## src/rtl/regfile_sb.sv

```systemverilog
// Two-writeback-port integer register file with per-register pending-write counters.
// Optional build macro REGFILE_BYPASS_EN: forward same-cycle writeback data/busy to the read ports.
module regfile_sb #(
  parameter int XLEN = 32,
  parameter int AW   = 5,
  parameter int CW   = 2
) (
  input  logic             clk,
  input  logic             rst,
  input  logic [AW-1:0]    rs1_addr,
  input  logic [AW-1:0]    rs2_addr,
  output logic [XLEN-1:0]  rs1_data,
  output logic [XLEN-1:0]  rs2_data,
  output logic             rs1_busy,
  output logic             rs2_busy,
  input  logic             iss_valid,
  input  logic [AW-1:0]    iss_rd,
  output logic             iss_ready,
  input  logic             wa_en,
  input  logic [AW-1:0]    wa_addr,
  input  logic [XLEN-1:0]  wa_data,
  input  logic             wl_en,
  input  logic [AW-1:0]    wl_addr,
  input  logic [XLEN-1:0]  wl_data,
  input  logic [2:0]       wl_funct3,
  output logic [2**AW-1:0] busy_vec,
  output logic             wl_err
);

  localparam int unsigned NREG = 2**AW;
  localparam logic [CW-1:0] CMAX = '1;

  logic [XLEN-1:0] mem     [NREG];
  logic [XLEN-1:0] mem_nxt [NREG];
  logic [CW-1:0]   cnt     [NREG];
  logic [CW-1:0]   cnt_nxt [NREG];
  logic [CW:0]     dec     [NREG];
  logic [CW:0]     sum     [NREG];
  logic            hit_a   [NREG];
  logic            hit_l   [NREG];
  logic            inc     [NREG];

  logic [XLEN-1:0] wl_ext;
  logic            wl_legal;
  logic            iss_acc;

  always_comb begin
    wl_ext   = wl_data;
    wl_legal = 1'b1;
    case (wl_funct3)
      3'b000:  wl_ext = {{(XLEN-8){wl_data[7]}}, wl_data[7:0]};
      3'b001:  wl_ext = {{(XLEN-16){wl_data[15]}}, wl_data[15:0]};
      3'b010:  wl_ext = wl_data;
      3'b100:  wl_ext = {{(XLEN-8){1'b0}}, wl_data[7:0]};
      3'b101:  wl_ext = {{(XLEN-16){1'b0}}, wl_data[15:0]};
      default: wl_legal = 1'b0;
    endcase
  end

  assign iss_ready = (iss_rd == '0) || (cnt[iss_rd] != CMAX);
  assign iss_acc   = iss_valid && iss_ready && (iss_rd != '0);

  // An accepted issue never pushes the counter past max, so only the floor needs clamping.
  always_comb begin
    for (int unsigned i = 0; i < NREG; i++) begin
      hit_a[i] = wa_en && (wa_addr == AW'(i));
      hit_l[i] = wl_en && (wl_addr == AW'(i));
      inc[i]   = iss_acc && (iss_rd == AW'(i));
      dec[i]   = {{CW{1'b0}}, hit_a[i]} + {{CW{1'b0}}, hit_l[i]};
      sum[i]   = {1'b0, cnt[i]} + {{CW{1'b0}}, inc[i]};
      cnt_nxt[i] = (sum[i] > dec[i]) ? CW'(sum[i] - dec[i]) : '0;
      mem_nxt[i] = mem[i];
      if (hit_l[i] && wl_legal)
        mem_nxt[i] = wl_ext;
      else if (hit_a[i])
        mem_nxt[i] = wa_data;
      if (i == 0) begin
        cnt_nxt[i] = '0;
        mem_nxt[i] = '0;
      end
    end
  end

  always_ff @(posedge clk or posedge rst) begin
    if (rst) begin
      for (int unsigned i = 0; i < NREG; i++) begin
        mem[i] <= '0;
        cnt[i] <= '0;
      end
      wl_err <= 1'b0;
    end else begin
      for (int unsigned i = 0; i < NREG; i++) begin
        mem[i] <= mem_nxt[i];
        cnt[i] <= cnt_nxt[i];
      end
      wl_err <= wl_en && !wl_legal;
    end
  end

  always_comb begin
    for (int unsigned i = 0; i < NREG; i++)
      busy_vec[i] = (cnt[i] != '0);
  end

`ifdef REGFILE_BYPASS_EN
  function automatic logic [XLEN-1:0] fwd(input logic [AW-1:0] a);
    if (a != '0 && wl_en && wl_legal && wl_addr == a)
      return wl_ext;
    else if (a != '0 && wa_en && wa_addr == a)
      return wa_data;
    else
      return mem[a];
  endfunction

  // Busy reflects this cycle's writebacks but not this cycle's issue.
  assign rs1_data = fwd(rs1_addr);
  assign rs2_data = fwd(rs2_addr);
  assign rs1_busy = ({1'b0, cnt[rs1_addr]} > dec[rs1_addr]);
  assign rs2_busy = ({1'b0, cnt[rs2_addr]} > dec[rs2_addr]);
`else
  assign rs1_data = mem[rs1_addr];
  assign rs2_data = mem[rs2_addr];
  assign rs1_busy = (cnt[rs1_addr] != '0);
  assign rs2_busy = (cnt[rs2_addr] != '0);
`endif

endmodule

```

## config.mk

```make
export PLATFORM = sky130hd
export DESIGN_NAME = regfile_sb
export DESIGN_NICKNAME = d
export VERILOG_FILES = /design/src/rtl/regfile_sb.sv
export SDC_FILE = /design/constraint.sdc
export NUM_CORES = 2
export LEC_CHECK = 0
export CORE_MARGIN = 5
export CORE_UTILIZATION = 49
export DETAILED_ROUTE_END_ITERATION = 16
export GPL_TIMING_DRIVEN = 1
export PLACE_DENSITY_LB_ADDON = 0.08
export SLEW_MARGIN = 10
export SYNTH_ARGS = -nofsm -noshare
export SYNTH_HDL_FRONTEND = slang
export SYNTH_SLANG_ARGS = --single-unit
```

## constraint.sdc

```tcl
create_clock -name clk -period 74.8 [get_ports clk]
set_clock_uncertainty 0.05 [all_clocks]
set_input_delay 7.48 -clock clk [delete_from_list [all_inputs] [get_ports clk]]
set_output_delay 7.48 -clock clk [all_outputs]
set_load 0.01 [all_outputs]
```

==> results.py <==
metrics = {
    "outcome": {
        "status": "complete, no violations",
    },
    "place": {
        "io_buffers": 195,
        "place_hpwl_um": 140100,
        "gp_congestion": 0.8452,
    },
    "run": {
        "drv_cap": 0,
    },
    "power_and_ir_drop": {
        "powerDensity_nw_per_um2": 27.49,
        "p_leak_nw": 34.39,
        "max-vdd-ir-drop_mv": 0.01947,
    },
    "cells_and_area": {
        "nNetsFinal": 6342,
        "fin_util_pct": 54.49,
        "drive_above_1_share_pct": 19.14,
        "area_growth_pct": 10.40,
        "fillCellCount": 12060,
    },
    "worst_setup_path": {
        "crit_required_ps": 67270,
        "path_max_fanout": 51,
        "cp-start-kind": "input port",
        "end_kind": "primary output",
        "cp_data_arrival_time_ps": 13050,
        "path_class": "input port to primary output",
    },
    "clocking": {
        "cts_buffers": 121,
        "path_clk_slew_ps": 60,
        "cts_setup_buffers": 0,
        "clk_path_buf_depth": 3,
        "clk_latency_ps": 760,
        "tritoncts": "yes",
        "postCtsHoldBufs": 0,
        "clock_sinks": 1055,
        "cts-htree-levels": 3,
        "cts-resized-gates": 0,
        "root_buffer": "clkbuf_16",
    },
    "synthesis": {
        "netlist_top_cells_area": "dfrtp_1, mux4_2, mux2i_1, a21oi_1, nor2_1",
        "yosys_warnings": 0,
        "synth.cell_area_um2": 68950,
        "synth_seq_cells": 1055,
        "synth-edff-count": 0,
        "syn_area_per_cell_um2": 10.89,
        "async_reset_ff_share_pct": 100.0,
        "yosysMostFrequentCell": "dfrtp_1",
        "synth_top_area_share_pct": 38.29,
        "synthCells": 6331,
        "yosys.cell_types.count": 46,
        "synth.net_count": 6583,
        "synthTopCellsByCount": "dfrtp_1, mux2i_1, nor2_1",
        "synth_top_cell_by_area": "dfrtp_1",
        "synthFlopType": "dfrtp_1",
        "seq_area_frac_synth_pct": 38.29,
    },
    "timing": {
        "min_period_over_period_pct": 27.52,
        "finalSetupViolations": 0,
        "fmax_mhz": 48.58,
        "max_slew_margin_pct": 13.74,
        "hold_viol": 0,
        "drv_slew": 0,
        "fin_setup_tns_ps": 0,
        "min_period_ps": 20580,
        "tightest_slew_ps": 1290,
        "rsz0062_at_grt": "no",
    },
    "routing": {
        "via_count": 52470,
        "drtIter0Drc": 5968,
        "wire_per_inst_um": 31.88,
        "routed_wl_um": 257400,
        "first_pass_iters": 8,
        "viasPerCell": 6.498,
        "ant_nets": 0,
        "drc_errors": 0,
    },
    "grt": {
        "grt_antenna_before_repair": 11,
        "overflow": 0,
        "grt_max_degree": 158,
        "grt_pass1_wl_um": 370000,
        "grt_pass1_vias": 50710,
        "grt.total_usage_pct": 34.43,
    },
    "die": {
        "die_h_um": 385.1,
        "die_x_um": 385.1,
        "dieArea_um2": 148300,
        "rows": 137,
        "core_area_um2": 139700,
        "initial_utilization_pct": 49.36,
        "io_pins": 197,
    },
    "worst_hold_path": {
        "hold_path_class": "register to register",
    },
}
==> path summary, 6_finish.rpt <==
| kind | cells past startpoint | slack, ps | end | start |
|---|---|---|---|---|
| worst max-delay path | 9 | 54220 | rs1_data[30] | rs1_addr[0] |
| worst min-delay path | 2 | 540 | mem[19]$_DFFE_PP0P_ | mem[19]$_DFFE_PP0P_ |
| worst max register to register | 9 | 70920 | cnt[30]$_DFF_PP0_ | cnt[17]$_DFF_PP0_ |
| worst min register to register | 2 | 540 | mem[19]$_DFFE_PP0P_ | mem[19]$_DFFE_PP0P_ |
| max in group asynchronous | 6 | 63700 | mem[580]$_DFFE_PP0P_ | rst |
| min in group asynchronous | 2 | 7160 | mem[151]$_DFFE_PP0P_ | rst |
==> per-stage QoR <==
stage / instances / power, W / setup WS (ps) / hold slack, ps / instance area, µm²
2_1_floorplan: 6331 / 0.001274 / 37570 / 490.6 / 68950
5_1_grt: 8071 / 0.002194 / 53790 / 561.9 / 76110
3_5_place_dp: 7843 / 0.001464 / 54100 / 524.7 / 71910
4_1_cts: 8068 / 0.002098 / 54100 / 542.7 / 76120
6_report: 8075 / 0.002093 / 54220 / 537.0 / 76120
3_3_place_gp: 7843 / 0.001444 / 54200 / 511.6 / 71910
==> layer usage <==
metal | vias to the layer above | global-route usage (%) | wire, µm
li1 | 22500 | - | -
met5 | - | 0 | 0
met3 | 558 | 6.510 | 22990
met1 | 26760 | 47.53 | 103300
met2 | 2652 | 54.48 | 119100
met4 | 0 | 13.02 | 11990
==> placed cells by master (no fill, tap or decap), types with 5 or more instances in the layout <==
| cell type | count |
|---|---|
| a21oi_1 | 846 |
| a22o_1 | 64 |
| and2_1 | 5 |
| buf_4 | 120 |
| bufinv_16 | 12 |
| clkbuf_1 | 16 |
| clkbuf_16 | 121 |
| clkbuf_8 | 36 |
| clkdlybuf4s50_1 | 181 |
| clkinv_2 | 30 |
| dfrtp_1 | 1055 |
| diode_2 | 7 |
| fa_1 | 31 |
| ha_1 | 124 |
| inv_1 | 154 |
| mux2_2 | 154 |
| mux2i_1 | 995 |
| mux4_2 | 604 |
| nand2_1 | 265 |
| nand2_4 | 32 |
| nand2b_1 | 30 |
| nand3_1 | 8 |
| nand3b_1 | 11 |
| nor2_1 | 902 |
| nor2_4 | 17 |
| nor2b_1 | 15 |
| nor3_1 | 11 |
| nor3b_1 | 5 |
| nor4_1 | 8 |
| o211ai_1 | 5 |
| o21a_1 | 5 |
| o21ai_0 | 222 |
| or2_2 | 8 |
| or3_1 | 31 |
==> critical path, cell delays in order <==
cell	delay (ps)
buf_8	420
buf_4	780
buf_4	730
buf_4	620
buf_4	840
mux4_2	610
mux4_2	500
mux2_2	350
clkdlybuf4s50_1	510
==> logic make-up after synthesis <==
group / Yosys count / synth area share, %
DFF: 1055 / 38.29
and+or+nand+nor: 1378 / 8.162
muxes: 1753 / 36.69
adders and majority gates: 155 / 3.150
buffers and inverters: 836 / 4.898
other: 1 / 0.005439
AOI/OAI and AO/OA: 1153 / 8.808
==> flip-flops by register name (all words and copies together) (netlist names) <==
signal  flops
cnt        62
mem       992
wl_err      1
==> power by group <==
group          internal, W  switching (W)
Sequential        0.000731       0.000125
Combinational     0.000348       0.000254
Clock             0.000373       0.000261
Total              0.00145       0.000641
==> final cells by class <==
class	instances	area, µm²	area share [%]
Antenna cell	7	17.52	0.02301
Clock buffer	173	3583	4.707
Clock inverter	52	623.1	0.8185
Inverter	156	593.1	0.7791
Multi-Input combinational cell	4440	39650	52.09
Sequential cell	1055	26400	34.68
Tap cell	1876	2347	3.083
Timing Repair Buffer	316	2907	3.818
(Power assumes the default switching activity.)
